==> src/rtl/tiny16_pkg.sv <==
// Shared tiny16 constants: data width, register index width and the fixed
// register map used by both the controller and the register file.
package tiny16_pkg;

  localparam int WORD_W    = 16;
  localparam int REG_IDX_W = 4;

  localparam logic [REG_IDX_W-1:0] REG_ZERO = 4'd0;
  localparam logic [REG_IDX_W-1:0] REG_PC   = 4'd1;
  localparam logic [REG_IDX_W-1:0] REG_SP   = 4'd2;
  localparam logic [REG_IDX_W-1:0] REG_BP   = 4'd3;
  localparam logic [REG_IDX_W-1:0] REG_RES  = 4'd15;

endpackage

==> src/rtl/register_file.sv <==
// tiny16 sixteen-entry register file: r0 reads zero, r1/r2 are PC/SP with their
// own increment/decrement hardware, r3..r15 are plain storage.
module register_file
  import tiny16_pkg::*;
#(
  parameter logic [15:0] SP_INIT = 16'hFFFF,
  parameter logic [15:0] PC_INIT = 16'h0000
) (
  input  logic        clk,
  input  logic        rst,
  input  logic [15:0] in,
  input  logic [3:0]  src_sel,
  input  logic [3:0]  dst_sel,
  input  logic        in_en,
  input  logic        up_en,
  input  logic        lo_en,
  input  logic        out_en,
  input  logic        pc_inc,
  input  logic        sp_inc,
  input  logic        sp_dec,
  output logic [15:0] out,
  output logic [15:0] pc,
  output logic [15:0] sp
);

  logic [WORD_W-1:0] pc_r;
  logic [WORD_W-1:0] sp_r;
  logic [WORD_W-1:0] gp_r [REG_BP:REG_RES];
  logic [WORD_W-1:0] dst_cur_s;
  logic [WORD_W-1:0] wr_data_s;
  logic              wr_en_s;

  function automatic logic [WORD_W-1:0] read_reg(input logic [REG_IDX_W-1:0] idx);
    logic [WORD_W-1:0] val;
    case (idx)
      REG_ZERO: val = 16'h0000;
      REG_PC:   val = pc_r;
      REG_SP:   val = sp_r;
      default:  val = gp_r[idx];
    endcase
    return val;
  endfunction

  // Combinational read port; also fetches the destination for byte merges.
  always_comb begin
    dst_cur_s = read_reg(dst_sel);
    if (out_en) begin
      out = read_reg(src_sel);
    end else begin
      out = 16'h0000;
    end
  end

  // Write-enable priority: full word, then upper-byte merge, then zero-extended low byte.
  always_comb begin
    wr_en_s   = 1'b0;
    wr_data_s = dst_cur_s;
    if (in_en) begin
      wr_en_s   = 1'b1;
      wr_data_s = in;
    end else if (up_en) begin
      wr_en_s   = 1'b1;
      wr_data_s = {in[7:0], dst_cur_s[7:0]};
    end else if (lo_en) begin
      wr_en_s   = 1'b1;
      wr_data_s = {8'h00, in[7:0]};
    end else begin
      wr_en_s   = 1'b0;
    end
    if (dst_sel == REG_ZERO) begin
      wr_en_s = 1'b0;
    end else begin
      wr_en_s = wr_en_s;
    end
  end

  // PC: an explicit write (branch taken) beats the fetch increment.
  always_ff @(posedge clk) begin
    if (rst) begin
      pc_r <= PC_INIT;
    end else if (wr_en_s && dst_sel == REG_PC) begin
      pc_r <= wr_data_s;
    end else if (pc_inc) begin
      pc_r <= pc_r + 16'd1;
    end
  end

  // SP: explicit write wins; simultaneous inc and dec cancel out.
  always_ff @(posedge clk) begin
    if (rst) begin
      sp_r <= SP_INIT;
    end else if (wr_en_s && dst_sel == REG_SP) begin
      sp_r <= wr_data_s;
    end else if (sp_inc && !sp_dec) begin
      sp_r <= sp_r + 16'd1;
    end else if (sp_dec && !sp_inc) begin
      sp_r <= sp_r - 16'd1;
    end
  end

  // General-purpose storage r3..r15.
  always_ff @(posedge clk) begin
    for (int i = int'(REG_BP); i <= int'(REG_RES); i++) begin
      if (rst) begin
        gp_r[i] <= 16'h0000;
      end else if (wr_en_s && dst_sel == REG_IDX_W'(i)) begin
        gp_r[i] <= wr_data_s;
      end
    end
  end

  assign pc = pc_r;
  assign sp = sp_r;

endmodule

==> config.mk <==
export PLATFORM = sky130hd
export DESIGN_NAME = register_file
export DESIGN_NICKNAME = d
export VERILOG_FILES = /design/src/rtl/tiny16_pkg.sv /design/src/rtl/register_file.sv
export SDC_FILE = /design/constraint.sdc
export NUM_CORES = 1
export LEC_CHECK = 0
export ABC_AREA = 1
export CORE_MARGIN = 5
export CORE_UTILIZATION = 25
export DETAILED_ROUTE_END_ITERATION = 10
export SLEW_MARGIN = 20
export SYNTH_ARGS = -nofsm -noshare
export SYNTH_HDL_FRONTEND = slang
export SYNTH_SLANG_ARGS = --single-unit
==> constraint.sdc <==
create_clock -name clk -period 2.92 [get_ports clk]
set_input_delay 0.584 -clock clk [delete_from_list [all_inputs] [get_ports clk]]
set_output_delay 0.584 -clock clk [all_outputs]
set_load 0.005 [all_outputs]
# After elaboration in Yosys (flattened, before gate mapping)
# Memory sizes are Yosys's and may differ from the RTL's.
# Cells that the tools add are included.
[totals]
ram_bits = 208
inputBits = 33
n_memories = 1
wordCells = 128
ff_bits = 32
[memory_table]
columns = ["memory", "words", "width", "read_ports", "rd_ports_with_merged_regs", "write_ports", "line_no", "source"]
rows = [
  ["gp_r", 13, 16, 2, 0, 13, "register_file.sv:28", "logic [WORD_W-1:0] gp_r [REG_BP:REG_RES];"],
]
[op_classes]
bitwise = 13
n_addsub = 3
muxes = 69
eq_ne = 17
n_reduce_logical = 23
[ops]
columns = ["cell", "n"]
rows = [
  ["$mux 16", 22],
  ["$pmux 16 s3", 2],
  ["$mux 1", 45],
  ["$add 16x1->16 const B", 2],
  ["$eq 4x4->1 const B", 8],
  ["$logic_and 1x1->1", 17],
  ["$eq 4x3->1 const B", 4],
  ["$sub 16x1->16 const B", 1],
  ["$or 1x1->1", 13],
  ["$eq 4x2->1 const B", 3],
  ["$eq 4x1->1 const B", 2],
  ["$logic_not 4->1", 2],
  ["$reduce_bool 3->1", 1],
  ["$logic_not 1->1", 2],
  ["$reduce_bool 2->1", 1],
]

# Depth between registers and ports, before layout
[depth]
ltp_word = 9
ltp_mapped = 15

# Worst setup path after synthesis
# No wires, ideal clock.
[synth_timing]
path_type = "input to register"
start = "input in_en"
end = "memory gp_r[10][0] (enable)"
setup_slack_ns = -0.022
arrival_ns = 2.531
path_stages = 7
cell_sequence = "buf_2 inv_1 nand2_1 o21ai_4 nor2_2 inv_1 o21ai_0"
[synth_rtl]
columns = ["item", "line_no", "source"]
rows = [
  ["start: declaration", "register_file.sv:14", "input logic in_en,"],
  ["end: declaration", "register_file.sv:28", ""],
]

# Worst setup path in the final report
[layout_timing]
start = "input src_sel[3]"
end = "output out[4]"
[layout_via]
elab_chain_cells = 3
[layout_rtl]
columns = ["item", "line_no", "source"]
rows = [
  ["start: declaration", "register_file.sv:12", "input logic [3:0] src_sel,"],
  ["$mem_v2 13x16, or another cell as far along", "--", ""],
  ["$pmux 16 s3 *", "register_file.sv:35", "case (idx)"],
  ["$mux 16 *", "register_file.sv:47", "if (out_en) begin"],
  ["end: declaration", "register_file.sv:21", "output logic [15:0] out,"],
]
# Every way passes the cells marked *; elsewhere a longest branch is shown, timed or not.

==> results by group <==
Run status
  • Status: complete, no violations

Setup path
  • Crit path DAT: 2330 ps
  • Reg2Reg Depth: 13
  • Crit Path Max Fanout: 4
  • CP required: 2340 ps
  • Crit path kind: input pin to output pin
  • Crit. End Element: output pin
  • CP startpoint kind: input pin

Global routing
  • Initial antenna violation count: 0
  • Grt ovf: 0
  • GRT Util Overall: 17.9%
  • First-pass GRT wire length: 88.6 mm
  • Largest net degree at the start of global routing: 44
  • Vias in the first global route: 14.2k

Layout
  • # diodes: 0
  • Fin cells: 2879
  • Layout cells sized above 1: 16.5%
  • Cell area after layout: 19000 um^2
  • Nets: 2145
  • Area added between synthesis and finish: 30.3%
  • Fill count: 6022
  • Final core utilization: 32.9%

STA
  • Skew final: 13.4 ps
  • Slew Limit Fails: 0
  • Min Tclk post-route: 2910 ps
  • Slew of the pin with the lowest slew margin: 870 ps
  • RSZ-0062 raised after global routing: true
  • WHS: 657 ps
  • Setup violations, final: 0
  • Hold Vio Cnt, Final: 0
  • F_max: 344 MHz
  • Post-layout worst setup margin: 10.6 ps
  • Crit share post-route: 99.6%
  • Max_slew headroom: 41.9%

Place
  • Port buffer count: 80
  • HPWL Detailed: 42.4 mm
  • GPL Wtd Cong: 0.968
  • Placed Instances: 2809
  • Post-Place Worst Slack: -736 ps
  • Area post-placement: 17600 um^2

Routing
  • WL met2: 26.6 mm
  • Pre-Repair DR Iteration Count: 6
  • DRT met1 WL: 25.2 mm
  • Drt drc: 0
  • Vias per cell: 5.08
  • Via count: 14.6k
  • DR top layer: met4
  • Met3 WL: 5.57 mm
  • Detail Route Antenna Nets: 0
  • Wire per inst: 20.4 um
  • Wirelength, routed: 58.8 mm
  • First DRT Iteration DRCs: 1644

Clock tree
  • Max H-tree Level: 1
  • Hold buffers post-CTS: 0
  • Max clock buf depth: 3
  • Root Buffer: clkbuf_16
  • CTS tree: yes
  • CTS Buf Count: 27
  • Clk sinks: 240
  • Clk slew on worst S/H paths: 60 ps
  • Worst-Skew Late Latency: 550 ps

Synthesis
  • Top FF cell, synth: edfxtp_1
  • EDFF count, synth: 208
  • Syn_nets: 1942
  • Leading area contributor after synthesis: edfxtp_1
  • Mean Syn Cell Area: 7.71 um^2
  • Cell area after synthesis: 14600 um^2
  • Flops & latches, synth: 240
  • Post-Synthesis Cells: 1891
  • Synth top area share: 42.8%
  • Top post-synthesis cells by count: nand2_1, nor2_1, edfxtp_1
  • Synth top area cells: edfxtp_1, nand2_1, nor2_1
  • Seq/Total Area, Yosys: 47.2%
  • Count leader, synth: nand2_1
  • Post-synthesis cell type count: 45
  • Async SR Flop Fraction: 0%
  • Synth warnings: 0

Floorplan
  • # IOs: 81
  • Die area: 63300 um^2
  • FP Rows: 88
  • Core ar.: 57700 um^2
  • Die width: 252 um
  • Starting Density: 25.3%
  • Die H: 252 um

Power and ir drop
  • Max VDD drop: 0.410 mV
  • Static leakage: 8.00 nW
  • PD cells: 509 nW/um^2

Min path
  • Hold WC Path Type: flip-flop to flip-flop
  • Hold path cells: 3

Flow run
  • # Max-Cap Violations: 0
## where the power goes
group          switching, mW  internal [mW]  leakage (nW)
Sequential             0.132           3.91          2.40
Combinational           1.24          0.809          5.15
Clock                   1.46           2.12         0.440
Total                   2.83           6.84          8.00
## cells by family after synthesis
logic type,after synthesis,share of synthesized area (%)
flip-flops,240,47.2
multiplexers,1,0.0686
AND/OR/NAND/NOR,996,27.5
AO/OA/AOI/OAI,372,15.5
XOR/XNOR,7,0.420
adder cells (fa/ha/maj),18,1.60
buffers and inverters,257,7.69
## per-stage QoR
step	power [mW]	setup TNS, ps
6_report	9.67	0
5_1_grt	10.0	-254
4_1_cts	9.68	-103
3_5_place_dp	6.05	-81730
3_3_place_gp	6.04	-85230
2_1_floorplan	5.07	-2690
## area by class of cell
cell class | count | area, um^2 | area share, %
Clock inverter | 14 | 175 | 0.922
Inverter | 141 | 547 | 2.88
Clock buffer | 35 | 736 | 3.87
Sequential cell | 240 | 6890 | 36.2
Tap cell | 765 | 957 | 5.04
Multi-Input combinational cell | 1394 | 6780 | 35.7
Timing Repair Buffer | 290 | 2920 | 15.4
## sequential cells by signal, indices dropped and copies added, names as in the netlist
signal	flops
sp	16
pc	16
gp_r	208
## metal layers
layer	GRT usage, %	vias up
met4	4.02	0
met2	28.4	760
met1	25.6	7005
li1	-	6772
met3	3.01	97
met5	0	-
## placed cells by master, fill, tap and decap left out, types with 10 or more instances in the layout
cell and count:
o21ai_2 12, nand4_1 23, or2_2 10, clkdlybuf4s50_1 59
nand2_2 10, o2111ai_1 11, nand3_1 79, nor2_1 301
o211ai_1 21, o31ai_1 10, inv_2 13, o21ai_0 118
nand2_1 546, a21oi_1 47, ha_1 17, o22ai_1 17
dfxtp_1 32, edfxtp_1 208, a22oi_1 54, dlygate4sd2_1 13
o21ai_1 39, o21bai_1 10, buf_4 162, buf_12 41
inv_1 121, clkbuf_16 27
## critical path, stage by stage
cell	delay, ps
dlygate4sd2_1	250
buf_4	150
nor2_4	170
buf_6	140
buf_12	110
nand2_1	50
a21oi_1	110
o31ai_1	80
o21ai_0	110
a21oi_2	60
o21bai_2	190
inv_1	60
dlygate4sd2_1	270
## timing repair
action,4_1_cts,5_1_grt
resized for setup,92,22
buffers inserted,19,2
setup endpoints to repair,16,17
pin swaps,11,13
cloned,2,0
hold endpoints to repair,0,0
## worst paths after layout
path	start	endpoint	slack [ps]
max	src_sel[3]	out[4]	10
max reg2reg	sp[0]	sp[14]	710
min reg2reg	pc[15]	pc[15]	660
min	pc[15]	pc[15]	660
No activity file was read; power rests on OpenSTA's default activity.
